File: config.mk
export PLATFORM = sky130hd
export DESIGN_NAME = mpu_fault_unit
export DESIGN_NICKNAME = d
export VERILOG_FILES = /design/src/rtl/mpu_fault_unit.sv
export SDC_FILE = /design/constraint.sdc
export NUM_CORES = 1
export LEC_CHECK = 0
export BUFFER_PORTS_ARGS = -buffer_cell sky130_fd_sc_hd__buf_2
export CAP_MARGIN = 25
export CORE_MARGIN = 2
export CORE_UTILIZATION = 40
export CTS_CLUSTER_DIAMETER = 80
export DETAILED_ROUTE_END_ITERATION = 16
export GPL_ROUTABILITY_DRIVEN = 0
export GPL_TIMING_DRIVEN = 0
export PLACE_DENSITY = 0.69
export SLEW_MARGIN = 20
export SYNTH_ARGS = -nofsm -noshare
export SYNTH_HDL_FRONTEND = slang
export SYNTH_SLANG_ARGS = --single-unit
File: constraint.sdc
create_clock -name clk -period 4.78 [get_ports clk]
set_input_delay 0.956 -clock clk [delete_from_list [all_inputs] [get_ports clk]]
set_output_delay 0.956 -clock clk [all_outputs]
set_load 0.05 [all_outputs]
File: src/rtl/mpu_fault_unit.sv
// mpu_fault_unit: captures MPU-denied accesses into a small FIFO that firmware
// inspects and pops through a native-bus slave register window.
//
// Optional feature macro: MPU_FAULT_IRQ_EN (defined -> irq driven from a
// register; undefined -> irq tied low and its register removed).
//
// Ports:
//   clk, reset                 single clock, async active-high reset
//   fault_valid/addr/wstrb/instr  per-denied-access pulse and its attributes
//   bus_valid/addr/wdata/wstrb    native-bus slave request
//   bus_ready, bus_rdata          registered one-cycle acknowledge and read data
//   irq                           level interrupt: records pending or overflow
//
// Register window (bus_addr[3:2]):
//   0 STATUS    [0] not-empty [1] overflow (W1C) [2] full [8:4] occupancy
//   1 HEAD_ADDR address of oldest record, 0 when empty
//   2 HEAD_INFO [3:0] wstrb [4] instr, 0 when empty
//   3 POP       write pops head; read returns saturating fault count
module mpu_fault_unit #(
    parameter logic [31:0] BASE_ADDR  = 32'h0200_0000,
    parameter int unsigned FIFO_DEPTH = 4
) (
    input  logic        clk,
    input  logic        reset,
    input  logic        fault_valid,
    input  logic [31:0] fault_addr,
    input  logic [3:0]  fault_wstrb,
    input  logic        fault_instr,
    input  logic        bus_valid,
    input  logic [31:0] bus_addr,
    input  logic [31:0] bus_wdata,
    input  logic [3:0]  bus_wstrb,
    output logic        bus_ready,
    output logic [31:0] bus_rdata,
    output logic        irq
);

    localparam int unsigned PTR_W = (FIFO_DEPTH > 1) ? $clog2(FIFO_DEPTH) : 1;
    localparam int unsigned OCC_W = $clog2(FIFO_DEPTH + 1);
    localparam int unsigned CNT_W = 16;
    localparam logic [OCC_W-1:0] DEPTH_C = OCC_W'(FIFO_DEPTH);
    localparam logic [CNT_W-1:0] CNT_MAX = {CNT_W{1'b1}};

    typedef enum logic [1:0] {
        ST_IDLE = 2'd0,
        ST_ACK  = 2'd1,
        ST_WAIT = 2'd2
    } state_e;

    typedef struct packed {
        logic        instr;
        logic [3:0]  wstrb;
        logic [31:0] addr;
    } rec_t;

    state_e           state_q, state_d;
    logic             ready_q, ready_d;
    logic [31:0]      rdata_q, rdata_d;
    logic [1:0]       off_q, off_d;
    logic             wr_q, wr_d;
    logic             clr_q, clr_d;

    logic [PTR_W-1:0] wr_ptr_q, wr_ptr_d;
    logic [PTR_W-1:0] rd_ptr_q, rd_ptr_d;
    logic [OCC_W-1:0] occ_q, occ_d;
    logic             ovf_q, ovf_d;
    logic [CNT_W-1:0] cnt_q, cnt_d;
    rec_t             mem_q [FIFO_DEPTH];

    logic             hit_c, empty_c, full_c, commit_c, pop_c, clr_ovf_c, push_c;
    rec_t             head_c;
    logic [31:0]      status_c, rd_mux_c;
    logic             unused_ok_c;

    assign hit_c     = (bus_addr[31:4] == BASE_ADDR[31:4]);
    assign empty_c   = (occ_q == '0);
    assign full_c    = (occ_q == DEPTH_C);
    assign head_c    = mem_q[rd_ptr_q];

    // Write side effects commit on the edge that ends the ACK cycle.
    assign commit_c  = (state_q == ST_ACK) && wr_q;
    assign pop_c     = commit_c && (off_q == 2'd3) && !empty_c;
    assign clr_ovf_c = commit_c && (off_q == 2'd0) && clr_q;
    // A pop on the same edge frees a slot, so a full FIFO still accepts the push.
    assign push_c    = fault_valid && (!full_c || pop_c);

    assign unused_ok_c = ^{bus_wdata[31:2], bus_wdata[0], bus_addr[1:0]};

    // Read mux, sampled on the edge entering ACK.
    always_comb begin
        status_c             = '0;
        status_c[0]          = !empty_c;
        status_c[1]          = ovf_q;
        status_c[2]          = full_c;
        status_c[4 +: OCC_W] = occ_q;
        rd_mux_c             = '0;
        case (bus_addr[3:2])
            2'd0:    rd_mux_c = status_c;
            2'd1:    rd_mux_c = empty_c ? 32'd0 : head_c.addr;
            2'd2:    rd_mux_c = empty_c ? 32'd0 : {27'd0, head_c.instr, head_c.wstrb};
            default: rd_mux_c = {16'd0, cnt_q};
        endcase
    end

    // Slave FSM next-state and registered outputs.
    always_comb begin
        state_d = state_q;
        ready_d = 1'b0;
        rdata_d = '0;
        off_d   = off_q;
        wr_d    = wr_q;
        clr_d   = clr_q;
        case (state_q)
            ST_IDLE: begin
                if (bus_valid && hit_c) begin
                    state_d = ST_ACK;
                    ready_d = 1'b1;
                    rdata_d = rd_mux_c;
                    off_d   = bus_addr[3:2];
                    wr_d    = |bus_wstrb;
                    clr_d   = bus_wdata[1];
                end
            end
            ST_ACK:  state_d = ST_WAIT;
            // Hold off re-acknowledging until the master releases the request.
            ST_WAIT: if (!bus_valid) state_d = ST_IDLE;
            default: state_d = ST_IDLE;
        endcase
    end

    // FIFO pointers, occupancy, overflow and saturating fault count.
    always_comb begin
        wr_ptr_d = wr_ptr_q;
        rd_ptr_d = rd_ptr_q;
        occ_d    = occ_q;
        ovf_d    = ovf_q;
        cnt_d    = cnt_q;
        if (push_c) wr_ptr_d = wr_ptr_q + PTR_W'(1);
        if (pop_c)  rd_ptr_d = rd_ptr_q + PTR_W'(1);
        case ({push_c, pop_c})
            2'b10:   occ_d = occ_q + OCC_W'(1);
            2'b01:   occ_d = occ_q - OCC_W'(1);
            default: occ_d = occ_q;
        endcase
        // Set beats clear when both land on the same edge.
        if (clr_ovf_c) ovf_d = 1'b0;
        if (fault_valid && full_c && !pop_c) ovf_d = 1'b1;
        if (fault_valid && (cnt_q != CNT_MAX)) cnt_d = cnt_q + CNT_W'(1);
    end

    // State and control registers.
    always_ff @(posedge clk or posedge reset) begin
        if (reset) begin
            state_q  <= ST_IDLE;
            ready_q  <= 1'b0;
            rdata_q  <= '0;
            off_q    <= '0;
            wr_q     <= 1'b0;
            clr_q    <= 1'b0;
            wr_ptr_q <= '0;
            rd_ptr_q <= '0;
            occ_q    <= '0;
            ovf_q    <= 1'b0;
            cnt_q    <= '0;
        end else begin
            state_q  <= state_d;
            ready_q  <= ready_d;
            rdata_q  <= rdata_d;
            off_q    <= off_d;
            wr_q     <= wr_d;
            clr_q    <= clr_d;
            wr_ptr_q <= wr_ptr_d;
            rd_ptr_q <= rd_ptr_d;
            occ_q    <= occ_d;
            ovf_q    <= ovf_d;
            cnt_q    <= cnt_d;
        end
    end

    // Record storage; contents are don't-care while their slot is empty.
    always_ff @(posedge clk) begin
        if (push_c) begin
            mem_q[wr_ptr_q] <= '{instr: fault_instr, wstrb: fault_wstrb, addr: fault_addr};
        end
    end

    assign bus_ready = ready_q;
    assign bus_rdata = rdata_q;

`ifdef MPU_FAULT_IRQ_EN
    logic irq_q;

    // Interrupt follows the registered FIFO state one cycle later.
    always_ff @(posedge clk or posedge reset) begin
        if (reset) irq_q <= 1'b0;
        else       irq_q <= !empty_c || ovf_q;
    end

    assign irq = irq_q;
`else
    assign irq = 1'b0;
`endif

endmodule

* After elaboration in Yosys (flattened, before gate mapping)
Memory sizes are Yosys's and may differ from the RTL's.
Index checks and enable logic that the tools add are counted.
** Word-level totals
- Memory bits (writable) :: 148
- Memories kept :: 1
- Bits of input ports :: 109
- Flip-flop bits (word level) :: 63
** Cells by class
- Equality and inequality tests :: 12
- $add $sub $neg :: 5
- Reductions and logical operators :: 23
- Muxes and demuxes :: 15
** Memories
- mem_q :: depth 4, width 37, read ports 1, clocked after Yosys merged registers in 0, wr ports 1, RTL line 68 : rec_t mem_q [FIFO_DEPTH];
** Operators by type and width (count)
- $mux W32 :: 3
- $pmux W32 S3 :: 1
- $eq A28 B22 Y1 const B :: 1
- $add A16 B1 Y16 const B :: 1
- $ne A16 B16 Y1 const B :: 1
- $logic_and A1 B1 Y1 :: 10
- $eq A2 B2 Y1 const B :: 4
- $eq A2 B1 Y1 const B :: 3
- $logic_not A2 Y1 :: 3
- $mux W1 :: 6
- $pmux W2 S3 :: 1
- $pmux W3 S2 :: 1
- $mux W5 :: 1
- $add A2 B1 Y2 const B :: 2
- $mux W2 :: 2
- $ne A2 B2 Y1 const B :: 2
- $reduce_and A2 Y1 :: 2
- $reduce_bool A2 Y1 :: 2
- $reduce_or A4 Y1 :: 1
- $add A3 B1 Y3 const B :: 1
- $eq A3 B3 Y1 const B :: 1
- $logic_not A1 Y1 :: 3
- $logic_not A3 Y1 :: 1
- $sub A3 B1 Y3 const B :: 1
- $logic_or A1 B1 Y1 :: 1

* Longest topological paths before layout
Gate-level depths: netlist of run 1.
- Depth after elaboration :: 8
- Depth in mapped cells :: 9

* Least setup slack after synthesis of run 1
No wires, ideal clock.
- Kind :: input to register
- Start point :: input fault_valid
- End point :: memory mem_q[0][0] (netlist name) (enable)
- Stages :: 3
- Library setup time :: 431 ps
- Arrival :: 3043 ps
- Data required time :: 4349 ps
- Path buffers :: 1
- Setup slack :: 1306 ps
- Cell sequence :: clkbuf_1 -> o21ai_1 -> nor2_1
** On the way
- Word-level cells in the longest chain between the ends :: 3
** Ends and longest elaborated chain
- start: declaration :: RTL line 25 : input logic fault_valid,
- $logic_and A1 B1 Y1 :: RTL line 85 : assign push_c = fault_valid && (!full_c || pop_c);
- $mux W1 :: RTL line 182 : if (push_c) begin
- $mux W1 (implied by the code) :: RTL line 183 : mem_q[wr_ptr_q] <= '{instr: fault_instr, wstrb: fault_wstrb, addr: fault_addr};
- end: declaration :: RTL line 68
No other way between the ends.

* Worst setup path after layout of run 1
- Start point :: register occ_q[1]
- End point :: memory mem_q[0][36] (netlist name) (enable)
** On the way
- Word-level cells in the longest chain between the ends :: 7
- Elaborated cells between the ends (all ways) :: 9
- Classes of those cells :: eq/ne (1); mux (2); reduce/logical (6)
** Ends and longest elaborated chain
- start: declaration :: RTL line 65 : logic [OCC_W-1:0] occ_q, occ_d;
- start signal: assignment :: RTL line 162 : occ_q <= '0;
- start signal: assignment :: RTL line 174 : occ_q <= occ_d;
- $logic_not A3 Y1 :: RTL line 76 : assign empty_c = (occ_q == '0);
- $logic_not A1 Y1 :: RTL line 82 : assign pop_c = commit_c && (off_q == 2'd3) && !empty_c;
- $logic_and A1 B1 Y1 :: RTL line 82
- $logic_or A1 B1 Y1 (*) :: RTL line 85
- $logic_and A1 B1 Y1 (*) :: RTL line 85
- $mux W1 (*) :: RTL line 182
- $mux W1 (implied by the code) (*) :: RTL line 183
Mark *: on every way between the ends. The rest lies on a longest branch, timed or not.

==> results.tsv, run 1 <==
stage	metric	value	unit
clocking	cts.htree.levels	1	
critical_path	cp_slowest_stage_delay	0.82	ns
routing	drc_errors	0	
critical_path	r2r_start	occ_q[1]$_DFFE_PP0P_	
timing	max_freq	0.385	GHz
critical_path	path_buf_inv	2	
routing	first_pass_iters	5	
timing	setup_violations	0	
finish	seqCellArea	6020	sq um
critical_path	reg2reg_slack	2.18	ns
timing	tightest_slew	1.05	ns
routing	ant_nets	0	
yosys	synthFlopType	edfxtp_1	
routing	via_count	4654	
grt	first_global_vias	4863	
critical_path	cpMaxStageDelayCell	o21ai_1	
critical_path	cp_max_fo	21	
critical_path	crit_type	flip-flop to flip-flop	
routing	wl	16.6	mm
yosys	synth_edf_count	148	
clocking	cts_sinks	211	
timing	maxSlewViolCount	0	
die	die_h	148	microns
die	die_w	148	microns
yosys	synth_area_leaders	edfxtp_1 (54%), dfrtp_1 (19%), mux4_2 (10%)	
routing	viasPerCell	5.21	
critical_path	crit_path_start_kind	flip-flop	
clocking	path_clk_slew	0.06	ns
critical_path	r2r_end	mem_q[0][36]$_DFFE_PP_	
timing	period_needed	2.60	ns
power_and_ir_drop	p_clk_share	37.2	%
yosys	syn-cell-area	8260	sq um
power_and_ir_drop	switching_share	24.7	%
die	fp-row-count	52	
finish	fillers	1681	
critical_path	r2r_cells	6	
power_and_ir_drop	peakVddDrop	348	uV
die	pin_count	143	
outcome	outcome	finished clean	
die	initial_utilization	40.8	%
yosys	async_flop_share	29.9	%
timing	rsz0062_at_grt	false	
clocking	cts_tree	yes	
power_and_ir_drop	combPwrFrac	13.1	%
yosys	synth_area_leader_cell	edfxtp_1	
clocking	clk_latency	0.51	ns
finish	drive_gt1_share	34.2	%
power_and_ir_drop	power_frac_seq	49.7	%
timing	max_slew_margin	29.7	%
die	core_area	20200	sq um
timing	hold_violations	0	
clocking	postCtsHoldBufs	0	
finish	multi_input_area	2110	sq um
critical_path	cp_data_required_time	5.03	ns
power_and_ir_drop	p_leak	0.00381	uW
grt	grt_max_degree	48	
routing	avgRoutedWirePerCell	18.6	microns
power_and_ir_drop	p_switching	1200	uW
critical_path	cpLargestDelayFamily	compound AO/OA/AOI/OAI gates	
clocking	postCtsSetupRepairBufs	0	
yosys	synth_seq_cells	211	
grt	antenna_found_initial	1	
clocking	ctsResizeCount	0	
yosys	ys_types	55	
power_and_ir_drop	p_per_area	481	nW/um^2
power_and_ir_drop	p_int	3640	uW
critical_path	cp_cell_sequence	clkbuf_1, nor2_1, nand2_1, o21ai_1, nor2_4, buf_12	
clocking	cts_root_buf	clkbuf_16	
clocking	cts_buffer_depth	3	
timing	fin_crit_sh	54.3	%
worst_hold_path	hold_class	primary input to asynchronous set/reset pin	
finish	area_delta_synth_final	21.8	%
yosys	postSynthAreaPerCell	17.5	sq um
timing	tns	0	ns
grt	overflow	0	
job	cap_violations	0	
yosys	synthCells	471	
place	io_buffers	107	
yosys	ys_seq_area_share	72.9	%
grt	grt_usage	15.4	%
yosys	synth_top_area_share	53.8	%
yosys	ys_warn_count	0	
grt	grt_pass1_wl	26.0	mm
timing	skew	0.0202	ns
yosys	syn-num-nets	586	
place	hpwl	11.3	mm
finish	nNetsFinal	722	
clocking	numCtsBuffers	22	
critical_path	critPathCaptureType	flip-flop	
place	dp.cells	853	
routing	drt_iter0_drc	459	
finish	fin_cells	894	
die	die_area	21800	sq um
critical_path	arrival	2.85	ns
==> power by group through the flow <==
stage	logic, uW	registers (uW)	clock network (uW)
6_report	635	2410	1800
5_1_grt	696	2430	1910
4_1_cts	640	2410	1840
3_5_place_dp	636	2440	0
3_3_place_gp	532	2450	0
2_1_floorplan	383	2410	0
==> sequential cells by signal, indices dropped and copies added, names as in the netlist <==
register / count
bus_rdata: 32
bus_ready: 1
clr_q: 1
cnt_q: 16
mem_q: 148
occ_q: 3
off_q: 2
ovf_q: 1
rd_ptr_q: 2
state_q: 2
wr_ptr_q: 2
wr_q: 1
==> final cells by class <==
type / count / share of cell area (%)
Sequential cell: 211 / 59.8
Inverter: 16 / 0.622
Clock buffer: 26 / 5.92
Clock inverter: 14 / 1.85
Buffer: 19 / 1.04
Antenna cell: 1 / 0.0249
Tap cell: 270 / 3.36
Multi-Input combinational cell: 225 / 21.0
Timing Repair Buffer: 112 / 6.39
==> kinds of logic after synthesis <==
group,share of synthesized area (%)
xor gates and xnor gates,1.91
AOI/OAI and AO/OA,3.92
adders and majority gates,0.999
DFF,72.9
and+or+nand+nor,7.37
other,0.0454
buffers and inverters,2.00
muxes,10.9
==> synthesized netlist by cell type, types with 3 or more instances <==
cell type	number
a21oi_1	5
nor2_1	28
nor2b_1	15
buf_2	5
ha_1	5
mux2_2	4
o21ai_0	7
edfxtp_1	148
nor3_1	7
dfrtp_1	63
a311oi_1	3
buf_4	3
a22oi_1	9
nand3_1	12
inv_1	16
a2111oi_0	3
xor2_1	6
a32oi_1	3
nand2_1	17
clkbuf_1	7
nor4_1	8
xnor2_1	12
nand4_1	10
mux4_2	38
==> cell usage in the layout, fill, tap and decap left out, drive strengths merged, types with 2 or more instances in the layout <==
cell / count
a2111oi: 4
a21oi: 5
a22oi: 9
a311oi: 3
a32oi: 3
and2: 2
and2b: 2
buf: 123
bufinv: 4
clkbuf: 34
clkinv: 9
dfrtp: 63
edfxtp: 148
ha: 5
inv: 17
mux2: 4
mux4: 38
nand2: 17
nand3: 12
nand4: 10
nor2: 28
nor2b: 16
nor3: 7
nor4: 9
nor4b: 2
o21ai: 8
o21bai: 2
or2: 2
or3: 2
xnor2: 12
xor2: 6
==> routing by layer <==
metal,part of all wire (%),track usage [%],vias to the layer above
met5,0,0,-
met4,1.8,2.93,0
met3,6.7,3.46,37
met2,50,26.8,180
met1,42,20.0,2328
li1,-,-,2109
==> metrics by stage <==
stage	setup WS (ns)	instance area [sq um]	power, uW	hold slack [ns]	utilization [%]
2_1_floorplan	1.31	8260	2800	0.469	-
3_3_place_gp	-0.0853	9140	2980	0.493	45.2
3_5_place_dp	1.74	9280	3080	0.507	45.9
4_1_cts	2.22	10100	4880	0.393	49.7
5_1_grt	2.03	10100	5040	0.405	49.7
6_report	2.18	10100	4840	0.398	49.7
==> worst register-to-register path: stages (launching register included) <==
cell      delay (ns)
dfrtp_1         0.36
clkbuf_1        0.19
nor2_1          0.27
nand2_1         0.13
o21ai_1         0.82
nor2_4          0.31
buf_12          0.27
==> how the worst max path moves through the flow <==
stage	from	endpoint	slack (ns)	cells past startpoint
2_1_floorplan	fault_valid	mem_q[0][0]$_DFFE_PP_	1.31	3
3_3_place_gp	fault_valid	mem_q[1][26]$_DFFE_PP_	-0.09	3
3_5_place_dp	fault_valid	mem_q[0][26]$_DFFE_PP_	1.74	4
4_1_cts	occ_q[1]$_DFFE_PP0P_	mem_q[0][6]$_DFFE_PP_	2.22	6
5_1_grt	occ_q[1]$_DFFE_PP0P_	mem_q[0][2]$_DFFE_PP_	2.03	6
6_report	occ_q[1]$_DFFE_PP0P_	mem_q[0][36]$_DFFE_PP_	2.18	6
(Power assumes the default switching activity.)
==> run 2, diff against run 1 <==
Settings changed: ABC_AREA from default to 1, PLACE_DENSITY 0.69 to 0.71.
Clock period 4.78 ns to 2.2 ns, I/O delays scaled along.
==> results.tsv, run 2 <==
stage	metric	value	unit
outcome	outcome	finished clean	
yosys	syn-cell-area	8600	sq um
clocking	clk_latency	0.51	ns
timing	max_freq	0.490	GHz
clocking	numCtsBuffers	22	
finish	fin_cells	1182	
routing	drc_errors	0	
yosys	synthFlopType	edfxtp_1	
critical_path	cp_cell_sequence	inv_1, nand2_1, inv_2, nand2_1, o21ai_2, nor2_4, buf_16	
clocking	cts.htree.levels	1	
place	io_buffers	108	
timing	hold_violations	0	
place	hpwl	12.9	mm
die	die_h	151	microns
clocking	cts_root_buf	clkbuf_16	
clocking	cts_tree	yes	
routing	wl	19.5	mm
critical_path	reg2reg_slack	0.16	ns
critical_path	cp_slowest_stage_delay	0.64	ns
die	die_w	151	microns
power_and_ir_drop	peakVddDrop	610	uV
critical_path	cpLargestDelayFamily	compound AO/OA/AOI/OAI gates	
grt	overflow	0	
clocking	cts_sinks	211	
yosys	syn-num-nets	860	
worst_hold_path	min_to	mem_q[2][10]$_DFFE_PP_	
grt	antenna_found_initial	1	
timing	finalWorstSetupSlack	0.161	ns
timing	skew	0.00946	ns
place	post-place-ws	-0.127	ns
routing	first_pass_iters	5	
yosys	synth_edf_count	148	
critical_path	cpMaxStageDelayCell	o21ai_2	
finish	largest_reg_flops	148	
yosys	yosys-top-cells-count	nand2_1 (154), edfxtp_1 (148), nor2_1 (111)	
timing	fin_crit_sh	92.7	%
routing	ant_nets	0	
finish	area_delta_synth_final	22.5	%
die	pin_count	143	
critical_path	cpMostUsedCell	nand2_1	
yosys	ys_warn_count	0	
yosys	synth_area_leaders	edfxtp_1 (52%), dfrtp_1 (18%), nand2_1 (6.7%)	
critical_path	cp_max_fo	19	
routing	viasPerCell	4.99	
yosys	synthCells	745	
worst_hold_path	hold_path_startpoint	fault_addr[10]	
finish	layout.cells.most_common	nand2_1	
yosys	post-synth-top-count-cell	nand2_1	
yosys	synth_seq_cells	211	
critical_path	crit_type	flip-flop to flip-flop	
routing	drt_iter0_drc	407	
routing	avgRoutedWirePerCell	16.5	microns
place	placed_area	9650	sq um
finish	nNetsFinal	1004	
critical_path	cp_data_required_time	2.46	ns
finish	design_area	10500	sq um
power_and_ir_drop	p_leak	0.00440	uW
timing	tightest_slew	0.769	ns
finish	drive_gt1_share	21.0	%
grt	first_global_vias	5926	
timing	period_needed	2.04	ns
yosys	synth_area_leader_cell	edfxtp_1	
die	initial_utilization	40.8	%
die	die_area	22700	sq um
timing	rsz0062_at_grt	false	
die	core_area	21100	sq um
job	cap_violations	0	
clocking	cts_buffer_depth	3	
timing	tns	0	ns
yosys	synth_top_area_share	51.7	%
grt	grt_max_degree	34	
clocking	path_clk_slew	0.06	ns
grt	grt_pass1_wl	30.7	mm
critical_path	path_buf_inv	3	
critical_path	critPathCaptureType	flip-flop	
worst_hold_path	hold_class	primary input to flip-flop	
timing	setup_violations	0	
critical_path	crit_path_start_kind	flip-flop	
yosys	ys_types	35	
timing	maxSlewViolCount	0	
worst_hold_path	hold_depth	1	
grt	grt_usage	17.6	%
finish	fillers	1822	
place	dp.cells	1133	
die	fp-row-count	53	
finish	final_cell_mix	nand2_1 (154), edfxtp_1 (148), buf_2 (121), nor2_1 (107), dfrtp_1 (63)	
critical_path	r2r_end	mem_q[3][21]$_DFFE_PP_	
critical_path	arrival	2.30	ns
critical_path	r2r_start	occ_q[1]$_DFFE_PP0P_	
yosys	postSynthAreaPerCell	11.5	sq um
finish	regMostFlops	mem_q	
routing	via_count	5893	
critical_path	r2r_cells	7	
power_and_ir_drop	p_per_area	1000	nW/um^2
finish	fin_util	50.0	%
timing	max_slew_margin	48.7	%
yosys	ys_seq_area_share	70.0	%
yosys	async_flop_share	29.9	%
==> run 2: changes by cell type in the layout (fill, tap and decap cells not counted), sizes merged, moves of 22 or more <==
cell,delta
nand2,+139
nor2,+85
o21ai,+46
mux4,-38
inv,+30
nand3,+22
==> run 2: layout make-up <==
type / count / area [sq um] / area share [%]
flip-flops and latches: 211 / 6020 / 57.1
multi-input cells: 456 / 2290 / 21.7
repair buffers: 119 / 768 / 7.29
clock buffers: 27 / 599 / 5.69
well taps: 275 / 344 / 3.27
inverters: 47 / 181 / 1.72
clock inverters: 13 / 175 / 1.66
plain buffers: 32 / 155 / 1.47
diodes: 2 / 5.00 / 0.0475
==> run 2: how the worst max path moves through the flow <==
stage / startpoint / end / slack [ns] / cells after the start
after floorplan: state_q[1]$_DFFE_PP0P_ / mem_q[0][0]$_DFFE_PP_ / -0.06 / 5
after global placement: state_q[1]$_DFFE_PP0P_ / mem_q[0][18]$_DFFE_PP_ / -1.0 / 5
after detailed placement: state_q[1]$_DFFE_PP0P_ / mem_q[0][27]$_DFFE_PP_ / -0.13 / 6
after CTS: occ_q[1]$_DFFE_PP0P_ / mem_q[0][27]$_DFFE_PP_ / 0.06 / 7
after global routing: occ_q[1]$_DFFE_PP0P_ / mem_q[3][26]$_DFFE_PP_ / 0.07 / 7
final: occ_q[1]$_DFFE_PP0P_ / mem_q[3][21]$_DFFE_PP_ / 0.16 / 7
==> run 2: where the power goes <==
part,internal (uW),switching (uW),leakage [uW],total (uW)
sequential,4960,220,0.00221,5180
clock,2410,1490,0.000379,3900
combinational,546,946,0.00182,1490
total,7920,2660,0.00440,10600
==> run 2: cells by family (layout without fill, tap and decap cells) <==
logic type               count (synthesis)  after routing  share of synthesized area [%]
AO/OA/AOI/OAI                          118            118                           8.31
XOR/XNOR                                15             15                           1.53
other                                    1              3                         0.0436
adder cells (fa/ha/maj)                  6              6                          0.960
AND/OR/NAND/NOR                        315            316                           15.3
flip-flops                             211            211                           70.0
buffers and inverters                   79            238                           3.88
==> run 2: metal layers <==
metal | wire length [microns] | GRT usage, % | vias to the layer above | share of wire [%]
met1 | 8400 | 23.1 | 2788 | 43
met4 | 374 | 4.95 | 2 | 1.9
li1 | - | - | 2862 | -
met5 | 13 | 0 | - | 0.067
met3 | 1440 | 3.64 | 36 | 7.4
met2 | 9320 | 29.8 | 205 | 48
==> run 2: timing repair <==
action	CTS	global route
setup endpoints to repair	77	28
hold buffers	1	0
pin swaps	4	1
gates cloned	1	0
setup buffers	4	1
resized for setup	0	1
hold endpoints to repair	32	0
==> run 2: per-stage QoR <==
stage | hold slack [ns] | total power (uW)
3_3_place_gp | 0.464 | 6450
2_1_floorplan | 0.442 | 6030
6_report | 0.139 | 10600
4_1_cts | 0.119 | 10600
3_5_place_dp | 0.472 | 6640
5_1_grt | 0.132 | 11000
